==> config.mk <==
export PLATFORM = sky130hd
export DESIGN_NAME = alu_arbiter
export DESIGN_NICKNAME = d
export VERILOG_FILES = /design/src/rtl/alu_arbiter.sv
export SDC_FILE = /design/constraint.sdc
export NUM_CORES = 1
export LEC_CHECK = 0
export CORE_ASPECT_RATIO = 1.5
export CORE_MARGIN = 2
export CORE_UTILIZATION = 35
export DETAILED_ROUTE_END_ITERATION = 12
export GPL_TIMING_DRIVEN = 0
export PLACE_DENSITY = 0.78
export SLEW_MARGIN = 30
export SYNTH_ARGS = -nofsm -noshare
export SYNTH_HDL_FRONTEND = slang
export SYNTH_SLANG_ARGS = --single-unit
==> constraint.sdc <==
create_clock -name CLK -period 2.6 [get_ports CLK]
set_input_delay 0.65 -clock CLK [delete_from_list [all_inputs] [get_ports CLK]]
set_output_delay 0.65 -clock CLK [all_outputs]
set_load 0.005 [all_outputs]
==> src/rtl/alu_arbiter.sv <==
// Round-robin arbiter sharing one ALU between two requesters.
// Latches the winner's operation, drives the ALU for the command latency and returns a tagged response.
module alu_arbiter #(
  parameter int DW      = 8,
  parameter int CW      = 4,
  parameter int LAT     = 1,
  parameter int MUL_LAT = 2
) (
  input  logic            CLK,
  input  logic            RST,
  input  logic [1:0]      REQ_VALID,
  output logic [1:0]      REQ_READY,
  input  logic [1:0]      REQ_MODE,
  input  logic [2*CW-1:0] REQ_CMD,
  input  logic [3:0]      REQ_INP_VALID,
  input  logic [1:0]      REQ_CIN,
  input  logic [2*DW-1:0] REQ_OPA,
  input  logic [2*DW-1:0] REQ_OPB,
  output logic            ALU_CE,
  output logic            ALU_MODE,
  output logic [CW-1:0]   ALU_CMD,
  output logic [1:0]      ALU_INP_VALID,
  output logic            ALU_CIN,
  output logic [DW-1:0]   ALU_OPA,
  output logic [DW-1:0]   ALU_OPB,
  input  logic [2*DW-1:0] ALU_RES,
  input  logic [5:0]      ALU_FLAGS,
  output logic            RSP_VALID,
  output logic            RSP_ID,
  output logic [2*DW-1:0] RSP_RES,
  output logic [5:0]      RSP_FLAGS
);

  // state | meaning
  // IDLE  | waiting for a request, REQ_READY offered to the round-robin winner
  // BUSY  | ALU driven with the latched operation, counting down the latency
  // RESP  | one-cycle tagged response pulse
  typedef enum logic [1:0] {IDLE, BUSY, RESP} state_t;

  localparam int MAXL = (LAT > MUL_LAT) ? LAT : MUL_LAT;
  localparam int CNTW = $clog2(MAXL + 1);

  state_t          state;
  logic            last_grant;
  logic            grant_id;
  logic [CNTW-1:0] cnt;

  logic            any_req;
  logic            win_id;
  logic            win_mode;
  logic [CW-1:0]   win_cmd;
  logic [1:0]      win_iv;
  logic            win_cin;
  logic [DW-1:0]   win_opa;
  logic [DW-1:0]   win_opb;
  logic            win_mul;
  logic [CNTW-1:0] win_lat;

  always_comb begin
    any_req = |REQ_VALID;
    case (REQ_VALID)
      2'b01:   win_id = 1'b0;
      2'b10:   win_id = 1'b1;
      default: win_id = ~last_grant;
    endcase
    win_mode = REQ_MODE[win_id];
    win_cin  = REQ_CIN[win_id];
    win_cmd  = win_id ? REQ_CMD[2*CW-1:CW]     : REQ_CMD[CW-1:0];
    win_iv   = win_id ? REQ_INP_VALID[3:2]     : REQ_INP_VALID[1:0];
    win_opa  = win_id ? REQ_OPA[2*DW-1:DW]     : REQ_OPA[DW-1:0];
    win_opb  = win_id ? REQ_OPB[2*DW-1:DW]     : REQ_OPB[DW-1:0];
    win_mul  = win_mode && (win_cmd == CW'(9) || win_cmd == CW'(10));
    win_lat  = win_mul ? CNTW'(MUL_LAT) : CNTW'(LAT);
    REQ_READY = 2'b00;
    if (!RST && state == IDLE && any_req)
      REQ_READY[win_id] = 1'b1;
  end

  always_ff @(posedge CLK) begin
    if (RST) begin
      state         <= IDLE;
      last_grant    <= 1'b1;
      grant_id      <= 1'b0;
      cnt           <= '0;
      ALU_CE        <= 1'b0;
      ALU_MODE      <= 1'b0;
      ALU_CMD       <= '0;
      ALU_INP_VALID <= 2'b00;
      ALU_CIN       <= 1'b0;
      ALU_OPA       <= '0;
      ALU_OPB       <= '0;
      RSP_VALID     <= 1'b0;
      RSP_ID        <= 1'b0;
      RSP_RES       <= '0;
      RSP_FLAGS     <= '0;
    end else begin
      case (state)
        IDLE: begin
          if (any_req) begin
            state         <= BUSY;
            last_grant    <= win_id;
            grant_id      <= win_id;
            cnt           <= win_lat;
            ALU_CE        <= 1'b1;
            ALU_MODE      <= win_mode;
            ALU_CMD       <= win_cmd;
            ALU_INP_VALID <= win_iv;
            ALU_CIN       <= win_cin;
            ALU_OPA       <= win_opa;
            ALU_OPB       <= win_opb;
          end
        end
        BUSY: begin
          // Last driven cycle: sample the ALU and release its ports together.
          if (cnt == CNTW'(1)) begin
            state         <= RESP;
            ALU_CE        <= 1'b0;
            ALU_MODE      <= 1'b0;
            ALU_CMD       <= '0;
            ALU_INP_VALID <= 2'b00;
            ALU_CIN       <= 1'b0;
            ALU_OPA       <= '0;
            ALU_OPB       <= '0;
            RSP_VALID     <= 1'b1;
            RSP_ID        <= grant_id;
            RSP_RES       <= ALU_RES;
            RSP_FLAGS     <= ALU_FLAGS;
          end else begin
            cnt <= cnt - CNTW'(1);
          end
        end
        RESP: begin
          RSP_VALID <= 1'b0;
          state     <= IDLE;
        end
        default: state <= IDLE;
      endcase
    end
  end

endmodule

======== After elaboration in Yosys (flattened, before gate mapping) ========
Cells that the tools add are included.
word-level totals
  bits in registers ....................... 55
  bits of input ports ..................... 74
operators by class
  $add $sub $neg .......................... 1
  magnitude comparators ................... 2
  eq/ne operators ......................... 10
  muxes and demuxes ....................... 39
  bitwise logic cells ..................... 1
  reductions and logical operators ........ 16
operators by type and width
  operator               number
  $mux W8                5
  $pmux W8 S2            2
  $mux W2                9
  $mux W4                3
  $pmux W2 S2            3
  $mux W1                10
  $pmux W1 S2            5
  $eq A4 B4 Y1 const B   2
  $pmux W4 S2            1
  $reduce_and A2 Y1      4
  $eq A2 B1 Y1 const B   3
  $ne A2 B2 Y1 const B   3
  $reduce_and A3 Y1      2
  $eq A2 B2 Y1 const B   2
  $logic_and A1 B1 Y1    4
  $reduce_bool A2 Y1     2
  $logic_not A2 Y1       1
  $lt A1 B2 Y1 const B   1
  $reduce_or A2 Y1       1
  $sub A2 B1 Y2 const B  1
  $demux W1 S1           1
  $ge A1 B1 Y1 const B   1
  $logic_not A1 Y1       1
  $logic_or A1 B1 Y1     1
  $not A1 Y1             1

======== Logic depth before layout (Yosys ltp) ========
  word-level depth ........................ 9
  mapped depth ............................ 8
  gate-level depth less buffers ........... 6

======== Least setup slack after synthesis ========
No wires, ideal clock.
  path kind ............................... input-to-output
  start ................................... input REQ_VALID[0]
  end ..................................... output REQ_READY[0]
  data arrival time ....................... 1.677 ns
  required time ........................... 1.950 ns
  path slack .............................. 0.273 ns
  cell stages on the path ................. 7
  buffers on the path ..................... 2
  cell sequence ........................... inv_1 -> ha_1 -> or2_1 -> buf_2 -> nand2_1 -> buf_4 -> nor2_1
on the way
  word-level cells in the longest chain between the ends .. 7
  elaborated cells on any way between the ends .. 11
  classes of those cells .................. order compare: 2; eq/ne: 2; mux: 4; reduce/logical: 3
ends and longest elaborated chain
  what                                                                       RTL line  source
  start: declaration                                                         11        input logic [1:0] REQ_VALID,
  $eq A2 B2 Y1 / $eq A2 B1 Y1 (equally long branches)                        61        case (REQ_VALID)
  $pmux W1 S2                                                                61
  $lt A1 B2 Y1 (not written as such) / $ge A1 B1 Y1 (equally long branches)  76        REQ_READY[win_id] = 1'b1;
  $logic_and A1 B1 Y1 (not written as such)                                  76
  $mux W1 (not written as such)                                              76
  $demux W1 S1                                                               76
  $mux W2 (*)                                                                75        if (!RST && state == IDLE && any_req)
  end: declaration                                                           12        output logic [1:0] REQ_READY,
Mark *: on every way between the ends. The rest lies on a longest branch, timed or not.

======== Final worst setup path ========
  start ................................... input REQ_VALID[0]
  end ..................................... output REQ_READY[1]
The elaborated chain is that of the path after synthesis.

==> metrics.yaml <==
ys_seq_area_frac: 0.455
route.met2.wl_mm: 3.75
wire_per_inst_um: 13.7
fp.dieH_um: 106
clk_pin_slew_worst_paths_ns: 0.09
highest_layer: "met4"
r2r_slack_ns: 0.97
cp_top_family: "buffers and inverters"
io_buffers: 124
synth_warnings: 0
vias: 2536
cp-start-kind: "input pin"
worstPathCellList: "clkdlybuf4s15_1 -> inv_2 -> ha_4 -> or2_4 -> buf_6 -> buf_8 -> a21oi_2 -> buf_2"
area.growth.synth_to_final_pct: 62.4
netlist_instances: 297
dpl.cell_count: 499
synth_cell_type_count: 34
die_x_um: 71.9
synth-edff-count: 0
path_buf_inv: 5
antenna_found_initial: 0
synthFlopType: "dfxtp_1"
cts_root_buf: "clkbuf_8"
slowest_delay_ns: 0.25
synth-seq-cells: 55
clk_latency_ns: 0.31
grt_usage: 0.190
path_max_fanout: 4
layout-drive-gt1-share: 0.104
critPathRequiredTime_ns: 1.95
hold_buffers: 0
ctsHtreeMaxLevel: 2
dieArea_um2: 7600
setup.worst_path.end: "REQ_READY[1]"
maxCapViolCount: 0
hold_viol_final: 0
fmax_ghz: 0.403
cts_tree: "yes"
drtAntennaViolNets: 0
async_flop_share: 0
timing.final.crit_period_ns: 2.48
io_pins: 125
drcViolationCount: 0
rsz0062_at_grt: "no"
hpwl_mm: 5.27
stdcell_count: 512
power_leakage_nw: 1.46
power_density_nw_per_um2: 538
maxSlewHeadroom: 0.603
layout.nets: 510
cp.depth: 8
rr_endpoint: "ALU_CMD[3]"
start_util: 0.358
r2r-start: "cnt[1]"
grt_max_degree: 16
critical_path.startpoint: "REQ_VALID[0]"
synth.cell_area_um2: 2420
peakVddDrop_v: 0.000257
insertedDiodeCount: 0
first_iter_violations: 93
cts_sinks: 55
rows: 37
p_total_mw: 2.11
hp-class: "reg2reg"
avgSynthCellArea_um2: 8.14
grt_pass1_vias: 2532
critical_path_arrival_ns: 1.83
status: "completed"
coreArea_um2: 6760
syn_nets: 374
yosys.area.top_type: "dfxtp_1"
rr_worst_depth: 7
drt_wl_total_mm: 7.02
critPathKind: "in2out"
gp_congestion: 0.791
drt-met1-wl_mm: 2.70
yosysMostFrequentCell: "nand2_1"
fin_area_um2: 3930
setup_viol: 0
wl_met3_um: 419
slowest_stage: "or2_4"
avgViaCountPerCell: 4.95
synth_top_area_frac: 0.455
synth_area_leaders: "dfxtp_1, nand2_1, a21oi_1"
place_area_um2: 3760
firstDrtPassIters: 4
clk_path_buf_depth: 2
cts_buffers: 5
tightest_slew_ns: 0.595
min_period_over_period: 0.955
end_kind: "primary output"
grt_first_pass_wirelength_mm: 11.5
grt-ovfl-total: 0
hold_ws_ns: 0.454
drv_slew: 0
ys_top_cells_by_count: "nand2_1, dfxtp_1, a21oi_1, o21ai_0"
worst_clock_skew_ns: 0.00529
==> per-layer routing <==
layer / up-vias / track usage
met3: 15 / 0.0421
li1: 1277 / -
met5: - / 0
met2: 86 / 0.357
met4: 0 / 0.0768
met1: 1158 / 0.197
==> kinds of logic after synthesis <==
group	share of synthesized area
AND/OR/NAND/NOR	0.210
AO/OA/AOI/OAI	0.222
flip-flops	0.455
buffers and inverters	0.0523
multiplexers	0.0378
adder cells (fa/ha/maj)	0.0155
XOR/XNOR	0.00725
==> sequential cells by signal, summed over array words and instances, names as in the netlist <==
register / count
ALU_CIN: 1
ALU_CE: 1
state: 2
RSP_VALID: 1
ALU_OPB: 8
last_grant: 1
cnt: 2
RSP_RES: 16
ALU_MODE: 1
grant_id: 1
ALU_CMD: 4
RSP_FLAGS: 6
ALU_INP_VALID: 2
RSP_ID: 1
ALU_OPA: 8
==> through the flow <==
| stage | utilization | setup slack, ns | setup TNS, ns |
|---|---|---|---|
| after floorplan | - | 0.273 | 0 |
| after global placement | 0.556 | -0.797 | -2.97 |
| final | 0.581 | 0.117 | 0 |
| after global routing | 0.581 | 0.00312 | 0 |
| after CTS | 0.582 | 0.0244 | 0 |
| after detailed placement | 0.556 | -0.830 | -3.44 |
==> power by group <==
part	switching (mW)	internal [mW]
combinational	0.285	0.386
sequential	0.0504	0.928
clock	0.273	0.190
==> cells in the final DEF, fill, tap and decap left out, drive strengths merged <==
master and n:
nor2 10, nand3b 1, dfxtp 55, o21ai 28, and3b 1, and2 1, a21o 16, a21oi 43
ha 3, xor2 2, dlygate4sd2 1, clkdlybuf4s50 120, clkdlybuf4s15 1, nand4b 2, mux2 1, inv 5
nor2b 1, nand3 16, nand2b 2, or3 1, or2 1, nor3 3, clkbuf 18, a2111oi 1
nand2 73, o21a 1, mux2i 8, o2bb2ai 1, a31oi 1, buf 16, clkinv 1
==> worst min-delay path, stage by stage, from the launching register on <==
cell     delay (ns)
dfxtp_1        0.32
nand2_1        0.05
a21oi_1        0.05
==> final cells by class <==
| cell class | count | area, µm² |
|---|---|---|
| Clock buffer | 7 | 76.3 |
| Inverter | 5 | 18.8 |
| Timing Repair Buffer | 130 | 1280 |
| Tap cell | 78 | 97.6 |
| Fill cell | 639 | 2830 |
| Multi-Input combinational cell | 217 | 1220 |
| Sequential cell | 55 | 1100 |
| Buffer | 19 | 128 |
| Clock inverter | 1 | 5.00 |
==> timing repair <==
item	4_1_cts	5_1_grt
setup endpoints to repair	2	2
gates resized for setup	29	2
pin swaps	4	1
buffers inserted	6	0
endpoints found under the hold margin	0	0
==> how the worst min path moves through the flow <==
stage | startpoint | end | slack [ns] | depth (start not counted)
floorplan | grant_id | RSP_ID | 0.43 | 2
global placement | ALU_OPA[7] | ALU_OPA[7] | 0.44 | 2
detailed placement | ALU_OPB[2] | ALU_OPB[2] | 0.44 | 2
CTS | ALU_OPB[2] | ALU_OPB[2] | 0.46 | 2
global route | ALU_CMD[1] | ALU_CMD[1] | 0.47 | 2
finish | ALU_OPB[2] | ALU_OPB[2] | 0.45 | 2
Note: power is estimated with default switching activity, not from simulation.
